**src/rtl/decode_stage.sv**
```systemverilog
// DLX decode stage: async branch/jump decode to fetch, 32x32 GPR file, ID/EX pipeline register.
// Optional macro DECODE_WB_BYPASS_EN forwards a same-cycle writeback onto the GPR read ports.
module decode_stage #(
   parameter int unsigned LINK_REG = 31
) (
   input  logic        clk,
   input  logic        reset,
   input  logic        stall,
   input  logic        flush,
   input  logic [5:0]  OpCode,
   input  logic [5:0]  Function,
   input  logic [31:0] PCPlusFour,
   input  logic [4:0]  Rs1,
   input  logic [4:0]  Rs2,
   input  logic [4:0]  Rd,
   input  logic [15:0] Immediate,
   input  logic        RegWrEn_WB,
   input  logic [4:0]  RegWrAddr_WB,
   input  logic [31:0] RegWrData_WB,
   output logic [1:0]  JumpType,
   output logic        BranchCond,
   output logic        CondSrc,
   output logic [31:0] RegA_Exe,
   output logic [31:0] RegB_Exe,
   output logic [31:0] Imm_Exe,
   output logic [31:0] PCPlusFour_Exe,
   output logic [5:0]  ALUOp_Exe,
   output logic [4:0]  RegWrAddr_Exe,
   output logic        RegWrEn_Exe,
   output logic        MemRd_Exe,
   output logic        MemWr_Exe,
   output logic        ALUSrc_Exe,
   output logic        Link_Exe,
   output logic        Valid_Exe
);

   localparam logic [4:0] LinkAddr = 5'(LINK_REG);

   typedef struct packed {
      logic [31:0] regA;
      logic [31:0] regB;
      logic [31:0] imm;
      logic [31:0] pc;
      logic [5:0]  aluOp;
      logic [4:0]  wrAddr;
      logic        wrEn;
      logic        memRd;
      logic        memWr;
      logic        aluSrc;
      logic        link;
      logic        valid;
   } idex_t;

   idex_t       idex_q, idex_d;
   logic [31:0] gpr_q [32];
   logic [31:0] rdA, rdB, immExt;
   logic [4:0]  destAddr;
   logic        isRType, isLoad, isStore, isAluImm, isLink, isJImm, isJumpBr;
   logic        isNop, bubble, writesReg;

   always_comb begin
      JumpType   = 2'b00;
      BranchCond = 1'b0;
      CondSrc    = 1'b0;
      case (OpCode)
         6'h02, 6'h03: JumpType = 2'b10;
         6'h12, 6'h13: JumpType = 2'b11;
         6'h04: begin JumpType = 2'b01; BranchCond = 1'b1; end
         6'h05: JumpType = 2'b01;
         6'h06: begin JumpType = 2'b01; CondSrc = 1'b1; end
         6'h07: begin JumpType = 2'b01; BranchCond = 1'b1; CondSrc = 1'b1; end
         default: ;
      endcase
   end

   always_comb begin
      isRType   = (OpCode == 6'h00);
      isLoad    = (OpCode >= 6'h20) && (OpCode <= 6'h25);
      isStore   = (OpCode >= 6'h28) && (OpCode <= 6'h2B);
      isAluImm  = (OpCode >= 6'h08) && (OpCode <= 6'h0F);
      isLink    = (OpCode == 6'h03) || (OpCode == 6'h13);
      isJImm    = (OpCode == 6'h02) || (OpCode == 6'h03);
      isJumpBr  = ((OpCode >= 6'h02) && (OpCode <= 6'h07)) || (OpCode == 6'h12) || (OpCode == 6'h13);
      isNop     = isRType && (Function == 6'h00) && (Rs1 == 5'd0) && (Rs2 == 5'd0)
                  && (Rd == 5'd0) && (Immediate == 16'h0000);
      bubble    = isNop || !(isRType || isLoad || isStore || isAluImm || isJumpBr);
      writesReg = isRType || isLoad || isAluImm || isLink;
      destAddr  = isLink ? LinkAddr : (isRType ? Rd : Rs2);
   end

   // J/JAL carry a 26-bit offset spread over the Rs1/Rs2/Immediate fields.
   always_comb begin
      if (isJImm)
         immExt = {{6{Rs1[4]}}, Rs1, Rs2, Immediate};
      else if (OpCode == 6'h0F)
         immExt = {Immediate, 16'h0000};
      else if ((OpCode >= 6'h0C) && (OpCode <= 6'h0E))
         immExt = {16'h0000, Immediate};
      else
         immExt = {{16{Immediate[15]}}, Immediate};
   end

   always_comb begin
      rdA = (Rs1 == 5'd0) ? 32'h0 : gpr_q[Rs1];
      rdB = (Rs2 == 5'd0) ? 32'h0 : gpr_q[Rs2];
`ifdef DECODE_WB_BYPASS_EN
      if (RegWrEn_WB && (RegWrAddr_WB != 5'd0) && (RegWrAddr_WB == Rs1))
         rdA = RegWrData_WB;
      if (RegWrEn_WB && (RegWrAddr_WB != 5'd0) && (RegWrAddr_WB == Rs2))
         rdB = RegWrData_WB;
`endif
   end

   always_comb begin
      idex_d = idex_q;
      if (flush || (!stall && bubble)) begin
         idex_d = '0;
      end else if (!stall) begin
         idex_d.regA   = rdA;
         idex_d.regB   = rdB;
         idex_d.imm    = immExt;
         idex_d.pc     = PCPlusFour;
         idex_d.aluOp  = isRType ? Function : OpCode;
         idex_d.wrAddr = destAddr;
         idex_d.wrEn   = writesReg && (destAddr != 5'd0);
         idex_d.memRd  = isLoad;
         idex_d.memWr  = isStore;
         idex_d.aluSrc = isAluImm;
         idex_d.link   = isLink;
         idex_d.valid  = 1'b1;
      end
   end

   always_ff @(posedge clk or posedge reset) begin
      if (reset)
         idex_q <= '0;
      else
         idex_q <= idex_d;
   end

   // Writeback is never gated by stall/flush: retiring instructions must still land.
   always_ff @(posedge clk or posedge reset) begin
      if (reset) begin
         for (int i = 0; i < 32; i++)
            gpr_q[i] <= 32'h0;
      end else if (RegWrEn_WB && (RegWrAddr_WB != 5'd0)) begin
         gpr_q[RegWrAddr_WB] <= RegWrData_WB;
      end
   end

   assign RegA_Exe       = idex_q.regA;
   assign RegB_Exe       = idex_q.regB;
   assign Imm_Exe        = idex_q.imm;
   assign PCPlusFour_Exe = idex_q.pc;
   assign ALUOp_Exe      = idex_q.aluOp;
   assign RegWrAddr_Exe  = idex_q.wrAddr;
   assign RegWrEn_Exe    = idex_q.wrEn;
   assign MemRd_Exe      = idex_q.memRd;
   assign MemWr_Exe      = idex_q.memWr;
   assign ALUSrc_Exe     = idex_q.aluSrc;
   assign Link_Exe       = idex_q.link;
   assign Valid_Exe      = idex_q.valid;

endmodule

```
**config.mk**
```make
export PLATFORM = sky130hd
export DESIGN_NAME = decode_stage
export DESIGN_NICKNAME = d
export VERILOG_FILES = /design/src/rtl/decode_stage.sv
export SDC_FILE = /design/constraint.sdc
export NUM_CORES = 2
export LEC_CHECK = 0
export ABC_AREA = 0
export BUFFER_PORTS_ARGS = -buffer_cell sky130_fd_sc_hd__buf_2
export CORE_ASPECT_RATIO = 0.9
export CORE_MARGIN = 2
export CORE_UTILIZATION = 46
export CTS_CLUSTER_SIZE = 24
export DETAILED_ROUTE_END_ITERATION = 8
export PLACE_DENSITY = 0.63
export SYNTH_ARGS = -nofsm -noshare
export SYNTH_HDL_FRONTEND = slang
export SYNTH_SLANG_ARGS = --single-unit
export TNS_END_PERCENT = 5
```
**constraint.sdc**
```tcl
create_clock -name clk -period 43.9 [get_ports clk]
set_input_delay 10.975 -clock clk [delete_from_list [all_inputs] [get_ports clk]]
set_output_delay 10.975 -clock clk [all_outputs]
set_load 0.02 [all_outputs]
```
==> results.toml <==
[run_status]
outcome = "finished, final reports clean"

[drt]
drt_iter0_drc = 4224
finalWirelength_um = 197100
ant_nets = 0
drc = 0
viasPerCell = 6.671
wl_per_cell_um = 33.57
drt-pass1-iter-count = 6
vias = 39166

[finish]
nets = 4181
final_cell_mix = "dfrtp_1 (1169), mux2_2 (998), mux4_2 (445), buf_2 (259), mux2i_1 (176)"
area_growth_pct = 12.04
drive_gt1_share_pct = 49.38
final_common_cell = "dfrtp_1"
fin_area_um2 = 66330
fillers = 10657

[cts]
clockBufferDepth = 3
hold_buffers = 0
cts_resized = 0
cts.sinks = 1169
cts_buffers = 121
cts_root_buffer = "clkbuf_16"
cts.htree.levels = 3
cts_tree = "yes"
clkLatencyLatePin_ns = 0.76
clk_pin_slew_ns = 0.06
post_cts_buffers = 0

[setup_path]
crit_required_ns = 32.92
crit_top_cell = "buf_2"
critical-path-slowest-cell = "nor3_1"
worstSetupStartpointType = "input pin"
slowest_delay_ns = 0.37
arrival_ns = 12.30
cp_max_fo = 8
crit_path_end_kind = "output pin"
critical_path_class = "in2out"
r2r_cells = 4
path_cells = "buf_2 > clkinv_1 > nor3b_1 > a21oi_1 > nor3_1 > buf_2"

[logic_synthesis]
syn_inst = 4033
async_flop_share_pct = 100.0
synth.avg_cell_area_um2 = 14.68
ys_ff_latch = 1169
synth_area_um2 = 59210
ys_warn_count = 0
synth_edf_count = 0
synth_nets = 4150
synth_cell_types = 58
synth_seq_area_share_pct = 49.41
ys.flop_type = "dfrtp_1"

[power]
peakVddDrop_mv = 0.03935
leakage_uw = 0.02938
power-per-cell-area_nw_per_um2 = 46.75
finalPower_uw = 3101

[timing]
clock.fmax_mhz = 42.96
setup_viol = 0
fin_worst_skew_ns = 0.03544
drv_slew = 0
fin_setup_tns_ns = 0
max_slew_margin_pct = 24.01
hold_viol_final = 0
hold_ws_ns = 0.3954
rsz0062_at_grt = "no"
post-route-period-util_pct = 53.03
setup_slack_ns = 20.62
worst_pin_slew_ns = 1.140
period_needed_ns = 23.28

[floorplanning]
rows = 124
die_h_um = 344.4
start_util_pct = 46.48
dieArea_um2 = 131600
ios = 266
die_x_um = 382.2
core_um2 = 127400

[place]
portBuffers = 265
dp_slack_ns = 20.62
placed_cell_area_um2 = 61850
dp_hpwl_um = 115500
gp_congestion = 0.8649

[worst_hold_path]
worstHoldPathCells = 0
hp-class = "reg2reg"

[global_routing]
grt_use_total_pct = 29.98
antenna_found_initial = 18
grt-ovfl-total = 0
grt_pass1_wl_um = 285100
first_global_vias = 38871
grt_max_degree = 173

[run]
max_cap_viol_count = 0
## worst max-delay path: cells and delay by family
family	cells	cell delay, ns
compound gates	1	0.07
buf+inv	3	0.62
simple gates	2	0.63
## cells in the mapped netlist (12+ instances only)
cell	instances	area (um2)
dfrtp_1	1169	29250
mux2_2	998	11240
mux4_2	445	10020
clkbuf_1	285	1070
mux2i_1	176	1762
o22ai_1	157	982.2
buf_2	90	450.4
nand2_1	88	330.3
a22o_1	84	735.7
nor2_1	74	277.8
buf_1	66	247.7
a21oi_1	61	305.3
o21ai_0	34	170.2
a22oi_1	32	240.2
a32o_1	30	300.3
a211oi_1	26	195.2
a221oi_1	25	219.0
nand2b_1	20	125.1
nand3_1	16	80.08
o221ai_1	13	113.9
a2111oi_0	12	105.1
nor3_1	12	60.06
nor4_1	12	75.07
o211ai_1	12	90.09
## routing by layer
| layer | global-route usage [%] | routed length, um | vias to the layer above |
|---|---|---|---|
| li1 | - | - | 15721 |
| met4 | 9.555 | 7009 | 12 |
| met5 | 0 | 58 | - |
| met1 | 43.36 | 83640 | 21165 |
| met2 | 45.27 | 88170 | 1892 |
| met3 | 6.624 | 18210 | 376 |
## cells by family (layout without fill, tap and decap cells)
family	count (synthesis)	after routing	synth area share (%)
buffers and inverters	458	593	3.138
XOR/XNOR	1	1	0.01480
AO/OA/AOI/OAI	517	517	6.300
other	0	2	0
AND/OR/NAND/NOR	264	264	2.158
multiplexers	1624	1624	38.98
flip-flops	1169	1169	49.41
## metrics by stage
step           utilization, %  cells
3_5_place_dp            48.56   5642
5_1_grt                 52.08   5870
3_3_place_gp            48.56   5642
4_1_cts                 52.07   5869
2_1_floorplan               -   4033
6_report                52.08   5871
## where the power goes
part / internal (uW) / leakage (uW) / switching [uW]
combinational: 321 / 0.0121 / 226
sequential: 1260 / 0.0151 / 133
clock: 705 / 0.00220 / 455
total: 2290 / 0.0294 / 813
## state kept, by name, summed over array words and instances (netlist names)
| register | cells |
|---|---|
| RegWrAddr_Exe | 5 |
| Imm_Exe | 32 |
| Link_Exe | 1 |
| ALUSrc_Exe | 1 |
| ALUOp_Exe | 6 |
| PCPlusFour_Exe | 32 |
| Valid_Exe | 1 |
| MemWr_Exe | 1 |
| gpr_q | 1024 |
| RegA_Exe | 32 |
| MemRd_Exe | 1 |
| RegB_Exe | 32 |
| RegWrEn_Exe | 1 |
## final timing paths
path	slack (ns)	start	end
max	20.62	OpCode[4]	JumpType[0]
min	0.40	gpr_q[1018]	gpr_q[1018]
max reg2reg	42.07	gpr_q[675]	RegB_Exe[3]
min reg2reg	0.40	gpr_q[1018]	gpr_q[1018]
max in group asynchronous	30.05	reset	gpr_q[116]
min in group asynchronous	10.17	reset	gpr_q[897]
## final cells by class
type                            count  area [um2]  share of cell area [%]
Inverter                           11       45.04                 0.06790
Antenna cell                        2       5.005                0.007545
Sequential cell                  1169       29250                   44.10
Multi-Input combinational cell   2406       28330                   42.71
Tap cell                         1701        2128                   3.208
Timing Repair Buffer              355        2098                   3.163
Clock inverter                     50       843.3                   1.271
Clock buffer                      177        3633                   5.477
Note: power is estimated with default switching activity, not from simulation.
